[config.mk]
export PLATFORM = sky130hd
export DESIGN_NAME = sdram_init_monitor
export DESIGN_NICKNAME = d
export VERILOG_FILES = /design/src/rtl/sdram_init_monitor.sv
export SDC_FILE = /design/constraint.sdc
export NUM_CORES = 1
export LEC_CHECK = 0
export ABC_AREA = 1
export BUFFER_PORTS_ARGS = -buffer_cell sky130_fd_sc_hd__buf_2
export CAP_MARGIN = 5
export CORE_ASPECT_RATIO = 1.1
export CORE_MARGIN = 2
export CORE_UTILIZATION = 42
export DETAILED_ROUTE_END_ITERATION = 6
export PLACE_DENSITY_LB_ADDON = 0.25
export SETUP_SLACK_MARGIN = 0.15
export SYNTH_ARGS = -nofsm -noshare
export SYNTH_HDL_FRONTEND = slang
export SYNTH_SLANG_ARGS = --single-unit
[constraint.sdc]
create_clock -name sd_clk -period 1.7 [get_ports sd_clk]
set_clock_uncertainty 0.05 [all_clocks]
set_input_delay 0.085 -clock sd_clk [delete_from_list [all_inputs] [get_ports sd_clk]]
set_output_delay 0.085 -clock sd_clk [all_outputs]
set_load 0.02 [all_outputs]
[src/rtl/sdram_init_monitor.sv]
// sdram_init_monitor
//
// Passive checker for the SDRAM power-up command stream. Decodes every command
// on sd_cmd/sd_a, enforces PRECHARGE-all -> LOAD_MODE ordering and the
// tRP/tMRD command spacing, captures the programmed mode register, and flags
// the first protocol violation with a sticky error code.
//
// Optional feature: define SDRAM_MON_DOUBLE_LMR_EN to require a second,
// identical LOAD_MODE before init_done is raised (mismatch is error 5).
//
// Parameters:
//   T_RP   minimum cycles from PRECHARGE to the next non-idle command
//   T_MRD  minimum cycles from LOAD_MODE to the next non-idle command
//
// Ports:
//   sd_clk      clock
//   reset       synchronous, active-high reset
//   sd_cmd      {cs_n, ras_n, cas_n, we_n}
//   sd_a        multiplexed address bus
//   init_done   legal init sequence completed
//   mode_reg    last accepted LOAD_MODE address
//   mode_valid  mode_reg holds a captured value
//   err         sticky protocol error
//   err_code    code of the first error (1 early, 2 single-bank precharge,
//               3 tRP, 4 tMRD, 5 second LOAD_MODE mismatch)
//   lmr_count   saturating count of LOAD_MODE commands

module sdram_init_monitor #(
  parameter int unsigned T_RP  = 3,
  parameter int unsigned T_MRD = 2
) (
  input  logic        sd_clk,
  input  logic        reset,
  input  logic [3:0]  sd_cmd,
  input  logic [12:0] sd_a,
  output logic        init_done,
  output logic [12:0] mode_reg,
  output logic        mode_valid,
  output logic        err,
  output logic [2:0]  err_code,
  output logic [3:0]  lmr_count
);

  localparam int unsigned SpcMax = (T_RP > T_MRD) ? T_RP : T_MRD;
  localparam int unsigned SpcW   = (SpcMax > 2) ? $clog2(SpcMax) : 1;
  localparam logic [SpcW-1:0] TrpLoad = SpcW'(T_RP - 1);
  localparam logic [SpcW-1:0] TmrdLoad = SpcW'(T_MRD - 1);

  typedef enum logic [2:0] {
    StWaitPre,
    StWaitLmr,
    StReady,
    StError
`ifdef SDRAM_MON_DOUBLE_LMR_EN
    , StWaitLmr2
`endif
  } state_e;

  state_e          state_q;
  logic [SpcW-1:0] spc_q;
  logic            last_lmr_q;
  logic            init_done_q;
  logic [12:0]     mode_reg_q;
  logic            mode_valid_q;
  logic            err_q;
  logic [2:0]      err_code_q;
  logic [3:0]      lmr_count_q;

  // Command decode
  logic       cmd_idle, cmd_pre, cmd_lmr, cmd_ref, cmd_data;
  logic [2:0] rcw;

  always_comb begin
    rcw      = sd_cmd[2:0];
    cmd_idle = sd_cmd[3] || (rcw == 3'b111);
    cmd_pre  = !sd_cmd[3] && (rcw == 3'b010);
    cmd_lmr  = !sd_cmd[3] && (rcw == 3'b000);
    cmd_ref  = !sd_cmd[3] && (rcw == 3'b001);
    // ACTIVE, READ, WRITE, BURST_TERM
    cmd_data = !sd_cmd[3] && ((rcw == 3'b011) || (rcw == 3'b101) ||
                              (rcw == 3'b100) || (rcw == 3'b110));
  end

  // Error detection; spacing violations take priority over ordering ones.
  logic [2:0] order_code;
  logic       spc_err;
  logic [2:0] err_code_d;
  logic       err_hit;

  always_comb begin
    order_code = 3'd0;
    unique case (state_q)
      StWaitPre: begin
        if (cmd_pre && !sd_a[10]) begin
          order_code = 3'd2;
        end else if (!cmd_idle && !cmd_pre) begin
          order_code = 3'd1;
        end
      end
      StWaitLmr: begin
        if (cmd_data) begin
          order_code = 3'd1;
        end
      end
`ifdef SDRAM_MON_DOUBLE_LMR_EN
      StWaitLmr2: begin
        if (cmd_lmr) begin
          if (sd_a != mode_reg_q) begin
            order_code = 3'd5;
          end
        end else if (!cmd_idle && !cmd_ref) begin
          order_code = 3'd1;
        end
      end
`endif
      default: ;
    endcase
    spc_err    = !cmd_idle && (spc_q != '0);
    err_code_d = spc_err ? (last_lmr_q ? 3'd4 : 3'd3) : order_code;
    err_hit    = (state_q != StError) && (err_code_d != 3'd0);
  end

  always_ff @(posedge sd_clk) begin
    if (reset) begin
      state_q      <= StWaitPre;
      spc_q        <= '0;
      last_lmr_q   <= 1'b0;
      init_done_q  <= 1'b0;
      mode_reg_q   <= '0;
      mode_valid_q <= 1'b0;
      err_q        <= 1'b0;
      err_code_q   <= 3'd0;
      lmr_count_q  <= 4'd0;
    end else if (state_q != StError) begin
      // The LOAD_MODE that triggers an error is still counted.
      if (cmd_lmr && (lmr_count_q != 4'hf)) begin
        lmr_count_q <= lmr_count_q + 4'd1;
      end

      if (cmd_pre) begin
        spc_q      <= TrpLoad;
        last_lmr_q <= 1'b0;
      end else if (cmd_lmr) begin
        spc_q      <= TmrdLoad;
        last_lmr_q <= 1'b1;
      end else if (spc_q != '0) begin
        spc_q <= spc_q - SpcW'(1);
      end

      if (err_hit) begin
        // init_done drops on error and then stays frozen at 0 in StError.
        state_q     <= StError;
        err_q       <= 1'b1;
        err_code_q  <= err_code_d;
        init_done_q <= 1'b0;
      end else begin
        unique case (state_q)
          StWaitPre: begin
            // Single-bank precharge was rejected above, so this is PRECHARGE-all.
            if (cmd_pre) begin
              state_q <= StWaitLmr;
            end
          end
          StWaitLmr: begin
            if (cmd_lmr) begin
              mode_reg_q   <= sd_a;
              mode_valid_q <= 1'b1;
`ifdef SDRAM_MON_DOUBLE_LMR_EN
              state_q      <= StWaitLmr2;
`else
              state_q      <= StReady;
              init_done_q  <= 1'b1;
`endif
            end
          end
`ifdef SDRAM_MON_DOUBLE_LMR_EN
          StWaitLmr2: begin
            // A mismatching value was rejected above, so mode_reg already matches.
            if (cmd_lmr) begin
              state_q     <= StReady;
              init_done_q <= 1'b1;
            end
          end
`endif
          StReady: begin
            if (cmd_lmr) begin
              mode_reg_q <= sd_a;
            end
          end
          default: ;
        endcase
      end
    end
  end

  assign init_done  = init_done_q;
  assign mode_reg   = mode_reg_q;
  assign mode_valid = mode_valid_q;
  assign err        = err_q;
  assign err_code   = err_code_q;
  assign lmr_count  = lmr_count_q;

endmodule

==> results_dict.tcl, run 1 <==
set metrics [dict create \
    place_hpwl_um 2130 \
    antenna_found_initial 0 \
    drt_wl_total_um 4127 \
    cts-root-buf "clkbuf_4" \
    hold_path.class "in -> reg" \
    rows 21 \
    grt_setup_unrepaired "yes" \
    setup_slack_ps -157.7 \
    reg2reg_depth 12 \
    power_density_nw_per_um2 1332 \
    max_slew_margin 0.6235 \
    die_y_um 63.44 \
    startpoint "state_q[1]" \
    htreeDepth 1 \
    n_antenna_cell 0 \
    via_per_inst 5.040 \
    cp-end-kind "flop" \
    die_x_um 58.03 \
    place_ws_ps -98.93 \
    outcome "finished, violations left" \
    clk_pin_slew_ps 150 \
    synthToLayoutAreaGrowth_pct 67.53 \
    final_common_cell "buf_2" \
    ys_types 26 \
    syn_area_per_cell_um2 7.535 \
    drive_above_1_share 0.5093 \
    routedWlPerCell_um 13.62 \
    ys_seq_area_frac 0.4156 \
    io_buffers 41 \
    hold_depth 4 \
    start_kind "flop" \
    maxSlewViolCount 0 \
    grt_pass1_wl_um 6037 \
    regArea_um2 563.0 \
    gr-total-overflow 0 \
    final_util 0.7414 \
    ios 42 \
    synth_edf_count 0 \
    cp_data_arrival_time_ps 2090 \
    grt_max_degree 17 \
    ys_async_sr_fraction 0 \
    placed_area_um2 1717 \
    fmax_ghz 0.5383 \
    clk_path_buf_depth 2 \
    synth_warnings 0 \
    p_leak_nw 1.006 \
    cap_violations 0 \
    core_um2 3048 \
    gp_congestion 0.8096 \
    cts_tree "yes" \
    period_share 1.093 \
    synthCells 179 \
    drt_iter0_drc 77 \
    start_util 0.4425 \
    vias 1527 \
    n_fill_cell 220 \
    final_net_count 294 \
    cts-buffers-inserted 3 \
    hold_viol 0 \
    hold_start "sd_cmd[3]" \
    setup_viol 19 \
    ir_drop_mv 0.9961 \
    largest_reg_flops 13 \
    final_area_um2 2260 \
    worstMarginPinSlew_ps 564.1 \
    violations "setup timing" \
    ant_nets 0 \
    firstDrtPassIters 4 \
    critical_path_required_ps 1930 \
    dieArea_um2 3681 \
    cts_sinks 28 \
    critical_path.max_fanout 7 \
    syn_nets 203 \
    drcViolationCount 0 \
    multi_input_area_um2 847.1 \
    worstSetupPathType "reg -> reg" \
    power_w 0.003009 \
    timing.rr.start "state_q[1]" \
    period_needed_ps 1858 \
    track_usage 0.2086 \
    synth_area_um2 1349 \
    setup_tns_ps -2068 \
    synth_flop_cell "dfxtp_1" \
    grt_pass1_vias 1423 \
    ys_ff_latch 28 \
    clk_latency_ps 330 \
    final_cell_mix "buf_2, dfxtp_1, inv_1, buf_4, nand2_1" \
]
area by class of cell:
| cell class | instances | area share |
|---|---|---|
| Clock buffer | 4 | 0.01606 |
| Multi-Input combinational cell | 116 | 0.3749 |
| Inverter | 34 | 0.05980 |
| Tap cell | 34 | 0.01883 |
| Timing Repair Buffer | 87 | 0.2813 |
| Sequential cell | 28 | 0.2492 |
report_power, final:
part           total [W]  switching [W]  leakage, nW  internal (W)
clock network   0.000328       0.000197       0.0210      0.000131
logic            0.00185       0.000996        0.757      0.000853
registers       0.000832      0.0000640        0.228      0.000768
total            0.00301        0.00126         1.01       0.00175
through the flow:
step / std cells / hold slack (ps)
finish: 303 / 97.10
global route: 303 / 113.9
CTS: 296 / -11.00
detailed placement: 268 / 277.9
global placement: 268 / 270.3
floorplan: 179 / 104.1
layer usage:
layer | global-route usage | vias up | part of all wire
met5 | 0 | - | 0
met4 | 0.07558 | 0 | 0.031
met3 | 0.02669 | 13 | 0.034
met2 | 0.3665 | 34 | 0.53
met1 | 0.2548 | 722 | 0.40
li1 | - | 758 | -
path summary, 6_finish.rpt:
kind | end | slack, ps
worst min-delay path | spc_q[1] | 100
worst min register to register | mode_valid | 410
worst max-delay path | mode_reg[9] | -160
worst max register to register | mode_reg[9] | -160
worst max-delay path, stage by stage (launching register included):
cell	delay [ps]
dfxtp_2	380
inv_4	50
ha_4	160
inv_2	60
or2_0	110
nor2_1	50
nor2_2	180
nand2_2	110
nand2_4	100
buf_12	120
nand3_4	140
buf_6	160
a21oi_2	120
synthesized netlist by cell type (4+ instances only):
cell,n,share of area
nand2_1,24,0.067
inv_1,33,0.092
dfxtp_1,28,0.42
o21ai_0,15,0.056
o21ai_1,4,0.015
nand3_1,6,0.022
ha_1,5,0.046
a21oi_1,19,0.071
nor2_1,14,0.039
cells by family after synthesis:
logic type      Yosys count  synth area share
compound gates           47            0.1939
buf+inv                  38            0.1169
simple gates             61            0.2273
fa+ha+maj                 5           0.04638
flops                    28            0.4156
what timing repair did:
| action | CTS | global route |
|---|---|---|
| setup endpoints to repair | 24 | 25 |
| gates resized for setup | 27 | 38 |
| hold buffers | 13 | 1 |
| gates cloned | 3 | 0 |
| setup buffers | 8 | 6 |
| endpoints found under the hold margin | 18 | 1 |
| pin swaps | 20 | 24 |
Power figures use the tool's default switching activity.
==> run 2, diff against run 1 <==
- RECOVER_POWER: unset -> 25
==> results_dict.tcl, run 2 (synthesis results as in run 1) <==
set metrics [dict create \
    violations "setup timing" \
    track_usage 0.2086 \
    rows 21 \
    vias 1535 \
    gp_congestion 0.8096 \
    fmax_ghz 0.5355 \
    holdWs_ps 99.70 \
    setup_slack_ps -167.6 \
    final_net_count 294 \
    cts-root-buf "clkbuf_4" \
    n_fill_cell 227 \
    setup_viol 19 \
    drt_iter0_drc 82 \
    drive_above_1_share 0.4796 \
    fin_cells 303 \
    drt_wl_total_um 4147 \
    p_leak_nw 0.9711 \
    htreeDepth 1 \
    path_delay_family "simple AND/OR/NAND/NOR gates" \
    synthToLayoutAreaGrowth_pct 66.79 \
    ant_nets 0 \
    cp_data_arrival_time_ps 2060 \
    clk_path_buf_depth 2 \
    cts_tree "yes" \
    io_buffers 41 \
    maxSlewViolCount 0 \
    cp_slowest_cell "dfxtp_2" \
    place_hpwl_um 2130 \
    cp-end-kind "flop" \
    hold_viol 0 \
    final_cell_mix "buf_2, dfxtp_1, inv_1, buf_4, nand2_1" \
    dieArea_um2 3681 \
    slowest_delay_ps 380 \
    path_cells "inv_4, ha_4, inv_2, or2_0, nor2_1, nor2_2, nand2_2, nand2_4, buf_12, nand3_4, o21ai_1, a21oi_2" \
    period_needed_ps 1868 \
    final_common_cell "buf_2" \
    dp.cells 268 \
    grt_max_degree 17 \
    largest_reg_flops 13 \
    die_y_um 63.44 \
    critical_path_buf_inv_count 3 \
    die_x_um 58.03 \
    gr-total-overflow 0 \
    clk_pin_slew_ps 150 \
    grt_pass1_wl_um 6037 \
    critical_path.max_fanout 6 \
    routedWlPerCell_um 13.69 \
    critical_path_required_ps 1890 \
    n_antenna_cell 0 \
    max_slew_margin 0.6140 \
    power_density_nw_per_um2 1336 \
    grt_setup_unrepaired "yes" \
    cap_violations 0 \
    ios 42 \
    start_util 0.4425 \
    cts_sinks 28 \
    ir_drop_mv 0.9970 \
    outcome "finished, violations left" \
    antenna_found_initial 0 \
    grt_pass1_vias 1423 \
    firstDrtPassIters 4 \
    period_share 1.099 \
    core_um2 3048 \
    worstMarginPinSlew_ps 578.4 \
    clk_latency_ps 330 \
    place_ws_ps -98.93 \
    cts-buffers-inserted 3 \
    placed_area_um2 1717 \
    worstSetupPathType "reg -> reg" \
    start_kind "flop" \
    hold_path.class "in -> reg" \
    via_per_inst 5.066 \
    drcViolationCount 0 \
    final_area_um2 2250 \
]
==> run 2: cell types whose count changed in the layout (fill, tap and decap cells not counted), sizes merged <==
cell / previous run / this run
clkbuf: 4 / 12
buf: 73 / 65
==> run 2: timing repair <==
| action | in CTS | in global routing |
|---|---|---|
| setup buffers | 8 | 6 |
| hold buffers | 13 | 1 |
| hold endpoints to repair | 18 | 1 |
| gates cloned | 3 | 0 |
| pin swaps | 20 | 24 |
| setup endpoints to repair | 24 | 25 |
| resized for setup | 27 | 38 |
==> run 2: path summary, 6_finish.rpt <==
kind,startpoint,to,slack (ps),depth (start not counted)
worst min register to register,mode_valid,mode_valid,410,2
worst min-delay path,sd_cmd[3],spc_q[1],100,4
worst max register to register,state_q[1],mode_reg[1],-170,12
worst max-delay path,state_q[1],mode_reg[1],-170,12
==> run 2: where the power goes <==
| group | switching (W) | internal, W |
|---|---|---|
| clock | 0.000196 | 0.000131 |
| sequential | 0.0000646 | 0.000768 |
| combinational | 0.000996 | 0.000850 |
==> run 2: stage by stage <==
| stage | total power (W) | setup TNS [ps] | utilization |
|---|---|---|---|
| CTS | 0.002621 | -160.9 | 0.6835 |
| detailed placement | 0.001908 | -1073 | 0.5632 |
| global placement | 0.001901 | -486.6 | 0.5632 |
| floorplan | 0.001552 | 0 | - |
| global route | 0.003193 | -3856 | 0.7381 |
| finish | 0.003006 | -2243 | 0.7381 |
==> run 2: final cells by class <==
class / count / area (um2) / share of cell area
flip-flops and latches: 28 / 563.0 / 0.2503
inverters: 34 / 135.1 / 0.06007
clock buffers: 4 / 36.28 / 0.01613
well taps: 34 / 42.54 / 0.01891
multi-input cells: 116 / 847.1 / 0.3765
repair buffers: 87 / 625.6 / 0.2781
==> run 2: worst register-to-register path: cells and delay by family, from the launching register on <==
kind | cells | cell delay [ps]
buf+inv | 3 | 230
fa+ha+maj | 1 | 160
compound gates | 2 | 270
flops | 1 | 380
simple gates | 6 | 690
==> run 2: layer usage <==
metal	wire length (um)	vias up	track usage
met5	0	-	0
met4	114	0	0.07558
met1	1667	725	0.2548
li1	-	758	-
met3	142	13	0.02669
met2	2222	39	0.3665
==> run 3, diff against run 2 <==
- CTS_BUF_LIST: unset -> sky130_fd_sc_hd__clkbuf_4
==> results_dict.tcl, run 3 (synthesis results as in run 1) <==
set metrics [dict create \
    r2r_setup_slack_ps -240 \
    final_net_count 293 \
    worstSetupPathType "reg -> reg" \
    ios 42 \
    final_cell_mix "buf_2, inv_1, dfxtp_1, nand2_1, buf_4" \
    max_slew_margin 0.6041 \
    power_density_nw_per_um2 1319 \
    ant_nets 0 \
    htreeDepth 1 \
    ir_drop_mv 0.8699 \
    gp_congestion 0.8096 \
    hold_path.class "in -> reg" \
    worstReg2RegEnd "mode_reg[1]" \
    violations "hold timing, setup timing" \
    period_share 1.142 \
    cts_tree "yes" \
    synthToLayoutAreaGrowth_pct 65.03 \
    drt_iter0_drc 84 \
    die_y_um 63.44 \
    critical_path.max_fanout 7 \
    cp_data_arrival_time_ps 2170 \
    clk_path_buf_depth 2 \
    clk_latency_ps 330 \
    critical_path_required_ps 1930 \
    cts_sinks 28 \
    via_per_inst 5.096 \
    setup_viol 21 \
    start_util 0.4425 \
    start_kind "flop" \
    n_antenna_cell 0 \
    drcViolationCount 0 \
    gr-total-overflow 0 \
    n_fill_cell 226 \
    startpoint "state_q[0]" \
    fmax_ghz 0.5150 \
    drive_above_1_share 0.4776 \
    vias 1539 \
    routedWlPerCell_um 14.41 \
    p_leak_nw 0.9685 \
    dp.cells 268 \
    dieArea_um2 3681 \
    firstDrtPassIters 4 \
    reg2reg_depth 12 \
    io_buffers 41 \
    die_x_um 58.03 \
    rows 21 \
    timing.rr.start "state_q[0]" \
    period_needed_ps 1942 \
    place_hpwl_um 2130 \
    outcome "finished, violations left" \
    hold_depth 3 \
    cts-buffers-inserted 3 \
    track_usage 0.2115 \
    final_area_um2 2226 \
    hold_viol 1 \
    cap_violations 0 \
    whs_endpoint "mode_reg[6]" \
    grt_setup_unrepaired "yes" \
    grt_max_degree 17 \
    cts-root-buf "clkbuf_4" \
    final_common_cell "buf_2" \
    antenna_found_initial 0 \
    clk_pin_slew_ps 160 \
    core_um2 3048 \
    cp-end-kind "flop" \
    worstMarginPinSlew_ps 593.2 \
    fin_cells 302 \
    placed_area_um2 1717 \
    setup_slack_ps -241.6 \
    hold_start "sd_a[6]" \
    grt_pass1_vias 1430 \
    maxSlewViolCount 0 \
    largest_reg_flops 13 \
    drt_wl_total_um 4351 \
    grt_pass1_wl_um 6120 \
    holdWs_ps -0.1217 \
    setup_tns_ps -3993 \
]
[run 3: cell count changes in the layout (fill, tap and decap cells not counted), moves of 2 or more]
cell and delta:
buf_4 -2, nand3_4 -2, inv_2 -2, inv_1 +2, o21ai_1 -3, o21ai_2 +2, nand3_2 +2, buf_6 +3
[run 3: metrics by stage]
stage	worst slack, ps	util	power (W)	hold WS (ps)
global placement	-50.96	0.5632	0.001901	270.3
floorplan	85.91	-	0.001552	104.1
global route	-312.0	0.7303	0.003109	20.04
detailed placement	-98.93	0.5632	0.001908	277.9
finish	-241.6	0.7303	0.002936	-0.1217
CTS	-35.67	0.6769	0.002598	-6.616
[run 3: metal layers]
metal	track usage	wire length, um	share of wire	up-vias
met5	0	0	0	-
met4	0.05523	155	0.036	0
met3	0.02259	175	0.040	19
met2	0.3906	2399	0.55	54
met1	0.2535	1620	0.37	711
li1	-	-	-	755
[run 3: power breakdown]
group / leakage (nW) / switching, W / internal [W]
logic: 0.725 / 0.000981 / 0.000842
registers: 0.228 / 0.0000648 / 0.000768
clock network: 0.0154 / 0.000194 / 0.0000861
[run 3: what timing repair did]
action | in CTS | in global routing
cloned | 3 | 0
hold buffers | 12 | 1
buffers inserted | 9 | 5
pin swaps | 19 | 18
hold endpoints to repair | 17 | 1
endpoints found under the setup margin | 24 | 25
gates resized for setup | 25 | 37
[run 3: worst max path at each step]
stage,end,cells past startpoint
CTS,state_q[0],14
floorplan,mode_reg[1],12
finish,mode_reg[1],12
global route,mode_reg[1],12
detailed placement,mode_reg[12],11
global placement,mode_reg[3],11
[run 3: cell type report]
cell class,count,area (um2),area share
Timing Repair Buffer,86,620.6,0.2788
Tap cell,34,42.54,0.01911
Multi-Input combinational cell,116,838.3,0.3766
Clock buffer,3,22.52,0.01012
Sequential cell,28,563.0,0.2530
Inverter,34,135.1,0.06071
Clock inverter,1,3.754,0.001686
[run 3: worst max-delay path, cell delays in order (launching register included)]
cell and delay [ps]:
dfxtp_2 380, inv_2 60, ha_4 160, inv_2 70, or2_0 170, nor2_1 80
nor2_2 170, nand2_2 110, nand2_4 90, buf_12 120, nand3_4 130, buf_6 160
a21oi_2 130
